File: src/rtl/vga_timing_gen.sv
// vga_timing_gen: generic VGA sync/blank/colour timing with pixel enable.
// Ports: clk_in, reset (async, low), pix_en, pixel_color {R,G,B} in;
// h_sync, v_sync, red/green/blue_out, blank_out, sync_n_out, clk_out to DAC;
// next_x, next_y, next_active, line_start, frame_start to the renderer.
module vga_timing_gen #(
  parameter int H_ACTIVE   = 640,
  parameter int H_FRONT    = 16,
  parameter int H_SYNC     = 96,
  parameter int H_BACK     = 48,
  parameter int V_ACTIVE   = 480,
  parameter int V_FRONT    = 10,
  parameter int V_SYNC     = 2,
  parameter int V_BACK     = 33,
  parameter int H_SYNC_POL = 0,
  parameter int V_SYNC_POL = 0,
  parameter int COLOR_W    = 8,
  parameter int PIPE_LAT   = 1,
  parameter int COORD_W    = 11
) (
  input  logic                   clk_in,
  input  logic                   reset,
  input  logic                   pix_en,
  input  logic [3*COLOR_W-1:0]   pixel_color,
  output logic                   h_sync,
  output logic                   v_sync,
  output logic [COLOR_W-1:0]     red_out,
  output logic [COLOR_W-1:0]     green_out,
  output logic [COLOR_W-1:0]     blue_out,
  output logic                   sync_n_out,
  output logic                   clk_out,
  output logic                   blank_out,
  output logic [COORD_W-1:0]     next_x,
  output logic [COORD_W-1:0]     next_y,
  output logic                   next_active,
  output logic                   line_start,
  output logic                   frame_start
);

  localparam int H_TOTAL = H_ACTIVE + H_FRONT + H_SYNC + H_BACK;
  localparam int V_TOTAL = V_ACTIVE + V_FRONT + V_SYNC + V_BACK;
  localparam int HW = (H_TOTAL > 1) ? $clog2(H_TOTAL) : 1;
  localparam int VW = (V_TOTAL > 1) ? $clog2(V_TOTAL) : 1;

  localparam logic [HW-1:0] H_LAST = HW'(H_TOTAL - 1);
  localparam logic [HW-1:0] H_ACT  = HW'(H_ACTIVE);
  localparam logic [HW-1:0] HS_BEG = HW'(H_ACTIVE + H_FRONT);
  localparam logic [HW-1:0] HS_END = HW'(H_ACTIVE + H_FRONT + H_SYNC - 1);
  localparam logic [VW-1:0] V_LAST = VW'(V_TOTAL - 1);
  localparam logic [VW-1:0] V_ACT  = VW'(V_ACTIVE);
  localparam logic [VW-1:0] VS_BEG = VW'(V_ACTIVE + V_FRONT);
  localparam logic [VW-1:0] VS_END = VW'(V_ACTIVE + V_FRONT + V_SYNC - 1);
  localparam logic H_ON = 1'(H_SYNC_POL);
  localparam logic V_ON = 1'(V_SYNC_POL);

  logic [HW-1:0] h_cnt_q, h_cnt_d;
  logic [VW-1:0] v_cnt_q, v_cnt_d;
  logic          h_act, v_act, hs_raw, vs_raw;
  // {hs, vs, active}; all-zero means deasserted and blanked
  logic [2:0]    raw, tail;

  always_comb begin
    h_cnt_d = h_cnt_q;
    v_cnt_d = v_cnt_q;
    if (pix_en) begin
      if (h_cnt_q == H_LAST) begin
        h_cnt_d = '0;
        v_cnt_d = (v_cnt_q == V_LAST) ? '0 : v_cnt_q + VW'(1);
      end else begin
        h_cnt_d = h_cnt_q + HW'(1);
      end
    end
  end

  always_ff @(posedge clk_in or negedge reset) begin
    if (!reset) begin
      h_cnt_q <= '0;
      v_cnt_q <= '0;
    end else begin
      h_cnt_q <= h_cnt_d;
      v_cnt_q <= v_cnt_d;
    end
  end

  assign h_act  = h_cnt_q < H_ACT;
  assign v_act  = v_cnt_q < V_ACT;
  assign hs_raw = (h_cnt_q >= HS_BEG) && (h_cnt_q <= HS_END);
  assign vs_raw = (v_cnt_q >= VS_BEG) && (v_cnt_q <= VS_END);

  assign next_active = h_act & v_act;
  assign next_x      = h_act ? COORD_W'(h_cnt_q) : '0;
  assign next_y      = v_act ? COORD_W'(v_cnt_q) : '0;
  assign line_start  = pix_en & (h_cnt_q == '0);
  assign frame_start = line_start & (v_cnt_q == '0);

  assign raw = {hs_raw, vs_raw, next_active};

  // Delays the decode by the renderer's fetch latency so the tail
  // lines up with the pixel_color currently presented.
  generate
    if (PIPE_LAT == 0) begin : g_nodly
      assign tail = raw;
    end else begin : g_dly
      logic [2:0] dl_q [PIPE_LAT];
      always_ff @(posedge clk_in or negedge reset) begin
        if (!reset) begin
          for (int i = 0; i < PIPE_LAT; i++) dl_q[i] <= '0;
        end else if (pix_en) begin
          dl_q[0] <= raw;
          for (int i = 1; i < PIPE_LAT; i++) dl_q[i] <= dl_q[i-1];
        end
      end
      assign tail = dl_q[PIPE_LAT-1];
    end
  endgenerate

  logic               hs_q, vs_q, blank_q;
  logic [COLOR_W-1:0] r_q, g_q, b_q;

  always_ff @(posedge clk_in or negedge reset) begin
    if (!reset) begin
      hs_q    <= ~H_ON;
      vs_q    <= ~V_ON;
      blank_q <= 1'b0;
      r_q     <= '0;
      g_q     <= '0;
      b_q     <= '0;
    end else if (pix_en) begin
      hs_q    <= tail[2] ? H_ON : ~H_ON;
      vs_q    <= tail[1] ? V_ON : ~V_ON;
      blank_q <= tail[0];
      r_q     <= tail[0] ? pixel_color[3*COLOR_W-1 -: COLOR_W] : '0;
      g_q     <= tail[0] ? pixel_color[2*COLOR_W-1 -: COLOR_W] : '0;
      b_q     <= tail[0] ? pixel_color[COLOR_W-1:0] : '0;
    end
  end

  assign h_sync     = hs_q;
  assign v_sync     = vs_q;
  assign blank_out  = blank_q;
  assign red_out    = r_q;
  assign green_out  = g_q;
  assign blue_out   = b_q;
  assign sync_n_out = 1'b0;
  assign clk_out    = clk_in;

endmodule

File: config.mk
export PLATFORM = sky130hd
export DESIGN_NAME = vga_timing_gen
export DESIGN_NICKNAME = d
export VERILOG_FILES = /design/src/rtl/vga_timing_gen.sv
export SDC_FILE = /design/constraint.sdc
export NUM_CORES = 1
export LEC_CHECK = 0
export BUFFER_PORTS_ARGS = -buffer_cell sky130_fd_sc_hd__buf_2
export CAP_MARGIN = 5
export CORE_AREA = 8 8 77 79
export DETAILED_ROUTE_END_ITERATION = 6
export DIE_AREA = 0 0 85 87
export PLACE_DENSITY = 0.93
export RECOVER_POWER = 100
export SETUP_SLACK_MARGIN = 0.15
export SYNTH_ARGS = -nofsm -noshare
export SYNTH_HDL_FRONTEND = slang
export SYNTH_SLANG_ARGS = --single-unit
export TNS_END_PERCENT = 100
File: constraint.sdc
create_clock -name clk_in -period 3 [get_ports clk_in]
set_clock_uncertainty 0.2 [all_clocks]
set_input_delay 0.3 -clock clk_in [delete_from_list [all_inputs] [get_ports clk_in]]
set_output_delay 0.3 -clock clk_in [all_outputs]
set_load 0.1 [all_outputs]
Word level (Yosys, flattened, before mapping)
Cells that the tools add are included.
- register bits: 50
- output and inout port bits: 54
- bits of input ports: 27
- logic and storage cells: 36
- reductions and logical operators: 5
- muxes and demuxes: 9
- bitwise operators: 3
- equality and inequality tests: 2
- add/subtract/negate cells: 2
- $lt $le $gt $ge: 6
- operators by type and width (kind ; number):
    $mux 10 ; 4
    $mux 8 ; 3
    $add 10x1->10 const B ; 2
    $eq 10x10->1 const B ; 2
    $logic_not 10->1 ; 2
    $ge 10x10->1 const B ; 1
    $ge 10x9->1 const B ; 1
    $le 10x10->1 const B ; 1
    $le 10x9->1 const B ; 1
    $lt 10x10->1 const B ; 1
    $lt 10x9->1 const B ; 1
    $and 1x1->1 ; 3
    $logic_and 1x1->1 ; 2
    $mux 1 ; 2
    $reduce_and 2->1 ; 1

Logic depth before layout (Yosys ltp)
- depth after elaboration: 3
- depth in mapped cells: 6
- depth with buffers taken out: 6

==> summary.md <==
| Metric | Value |
|---|---|
| Final RePlAce weighted congestion | `0.9308` |
| Post-synthesis cell count | `about 260` |
| CP dominant cell by count | `and4_2` |
| R2R Path End | `v_cnt_q[9]` |
| Summed instance area of the synthesized netlist | `about 2500 um^2` |
| R2R cell count | `5` |
| Number of synthesized flops with an enable pin | `0` |
| Clock insertion delay at the later pin of the skew report | `0.41 ns` |
| DRC | `0` |
| Most area-consuming cells after synthesis | `dfrtp_1, nand3_1, o21ai_0` |
| Overall global routing resource usage | `19.07%` |
| Number of distinct library cell variants in the gate-level netlist after synthesis | `38` |
| Maximum number of pins on one net before global-route repair | `just over 60` |
| Sum of negative setup slack | `0 ns` |
| Final hold violations | `0` |
| IR Drop Worst-Case VDD | `between 0.8 and 0.9 mV` |
| Final setup violation count | `0` |
| Via total after detailed routing | `2234` |
| Share of total power consumed by net switching | `about half` |
| Power share of the clock group | `27.8%` |
| Vert. Die Dim | `87 um` |
| First-pass GRT wire length | `11.01 mm` |
| Vias per std cell | `about 5.3` |
| Number of warnings reported in the yosys synthesis log | `0` |
| Worst Min Path Start | `pix_en` |
| Number of synthesized register bits | `50` |
| Leakage power summed over all cells | `0.001587 uW` |
| DRT iter0 DRCs | `162` |
| Worst Hold Endpoint | `h_cnt_q[4]` |
| Internal Pwr Total | `~1100 uW` |
| Total of max-cap violations | `0` |
| Global route overflow | `0` |
| Synth top area share | `48.68%` |
| Req. time, crit path | `~2.5 ns` |
| Core area | `4847 um^2` |
| Max frequency | `0.3700 GHz` |
| Leading cell type in the layout, fill and taps excluded | `dfrtp_1` |
| R2R Setup Slk | `~0.56 ns` |
| Pin slew with the least headroom to its limit | `roughly 1.2 ns` |
| Sequential element share of the synthesized area | `50.81%` |
| Cell taking the most area after synthesis | `dfrtp_1` |
| Stage delay of the slowest cell on the critical path | `0.45 ns` |
| Start point of the critical path | `h_cnt_q[0]` |
| Antenna violations before repair | `0` |
| Worst r2r src | `h_cnt_q[0]` |
| Highest-count cells in the layout ignoring fill and taps | `dfrtp_1, clkbuf_1, inv_1, o21ai_0, nand3_1` |
| Number of max-slew violations in the final report | `0` |
| Combinational share of power | `35.4%` |
| Type of the worst setup path | `reg -> out` |
| Die width | `roughly 85 um` |
| Clock slew at the register clock pins of the worst setup and hold paths | `about 0.1 ns` |
| Library cell contributing the largest single delay on the critical path | `clkbuf_2` |
| Power Dens Cells | `692.8 nW/um^2` |
| Fin nets | `390` |
| Power spent charging and discharging nets | `1083 uW` |
| Vias in the first global route | `2286` |
| Min Clock Period, post-route | `2.703 ns` |
| Status | `finished, final reports clean` |
| Post-Route Utilization | `66.00%` |
| Post-route cell area | `around 3200 um^2` |
| Antenna Violating Nets Remaining | `0` |
| Placed Area | `2860 um^2` |
| Layout cells sized above 1 | `18.61%` |
| Type of destination of the critical path | `output port` |
| Worst rel slew slack | `18.80%` |
| Placement Rows | `26` |
| Post-synthesis async set-or-reset flop share | `100.0%` |
| Total wire length after detailed routing | `just under 7 mm` |
| Cell Chain, Critical Path | `inv_1, ha_1, nor4b_1, and4_2, and4_2, clkbuf_2` |
| Hpwl dp | `4.252 mm` |
| Number of instances on the worst hold path | `3` |
| Post-Synthesis Mean Instance Area | `9.454 um^2` |
| Number of ports placed on the die boundary | `81` |
| CP arrival | `2.20 ns` |
| Unrepaired setup endpoints after global routing | `no` |
| Path category of the worst min-delay check | `in -> reg` |
| CTS tree | `yes` |
| Part of the power in registers | `36.7%` |
| First-pass iteration count of the detailed router | `4` |
| Starting utilization of the core area | `50.90%` |
| Share of the clock period used by the worst path | `90.08%` |
| Post-CTS Setup Inserts | `0` |
| Category of the worst setup path launch point | `register` |
| Most used flip-flop cell after synthesis | `dfrtp_1` |
| Layout overhead on the synthesized area | `29.67%` |
| Wire per inst | `16.19 um` |
| Count of input and output buffers | `76` |
| Highest fanout seen on the critical path | `5` |
| Die Footprint | `7395 um^2` |
==> cells in the mapped netlist, types with 2 or more instances <==
library cell and instances:
nand4b_1 2, or4_1 2, and2_1 19, mux2_2 5
dfrtp_1 48, nor2b_1 3, xnor2_1 3, xor2_1 7
nor4_1 3, and4_1 3, nand4_1 4, a22o_1 2
nor3_1 5, ha_1 4, dfstp_2 2, inv_1 30
and3_1 6, and2b_1 2, nor2_1 8, nand2_1 10
o21ai_0 30, buf_4 5, buf_2 3, mux2i_1 3
nand3_1 30, clkbuf_1 10
==> worst max path at each step <==
stage / cells past startpoint / to / slack, ns
finish: 6 / frame_start / 0.30
global route: 6 / frame_start / 0.1
CTS: 4 / next_active / 0.34
detailed placement: 1 / clk_out / 0.73
global placement: 1 / clk_out / 0.73
floorplan: 5 / frame_start / 0.44
==> worst max-delay path, delay by kind of cell, from the launching register on <==
kind                       cells  cell delay (ns)
and+or+nand+nor                3             0.67
buffers and inverters          2             0.54
DFF                            1             0.43
adders and majority gates      1             0.14
==> timing repair <==
item,CTS,global route
setup endpoints to repair,0,1
endpoints found under the hold margin,72,0
hold buffers,25,0
resized for setup,0,1
==> flip-flops by register name, indices dropped and copies added (netlist names) <==
signal / flops
blank_out: 1
blue_out: 8
g_dly.dl_q: 3
green_out: 8
h_cnt_q: 10
h_sync: 1
red_out: 8
v_cnt_q: 10
v_sync: 1
==> area by class of cell <==
| type | count | area, um^2 |
|---|---|---|
| fill | 393 | 1648 |
| sequential | 50 | 1254 |
| multi-input combinational | 165 | 1017 |
| timing repair buffer | 103 | 605.6 |
| clock buffer | 10 | 118.9 |
| inverter | 30 | 112.6 |
| tap | 56 | 70.07 |
| clock inverter | 2 | 13.76 |
| antenna | 3 | 7.507 |
==> metal layers <==
metal	routed length (um)	share of wire [%]	GRT usage [%]
met5	0	0	0
met4	203	3.0	12.30
met3	455	6.7	7.264
met2	3542	52	30.89
met1	2585	38	20.55
==> stage by stage <==
step	setup WS (ns)	power, uW	cells	hold slack [ns]
after floorplan	0.4382	1577	264	-0.1956
after global placement	0.7301	1691	380	0.1970
after detailed placement	0.7301	1702	380	0.2125
after CTS	0.3411	2236	416	0.07934
after global routing	0.09971	2310	416	0.1130
final	0.2975	2216	419	0.1072
==> power groups by stage <==
stage	logic, uW	registers [uW]	clock network, uW
floorplan	446	1010	126
global placement	756	818	117
detailed placement	763	822	117
CTS	793	811	631
global route	825	825	660
finish	785	814	617
==> kinds of logic (layout without fill, tap and decap cells) <==
group	after synthesis	in the layout	synth area share, %
adder cells (fa/ha/maj)	4	4	2.028
AO/OA/AOI/OAI	37	37	8.266
AND/OR/NAND/NOR	102	102	23.33
XOR/XNOR	10	10	3.550
multiplexers	8	8	3.499
other	1	7	0.1520
buffers and inverters	49	145	8.367
flip-flops	50	50	50.81
(Power assumes the default switching activity.)
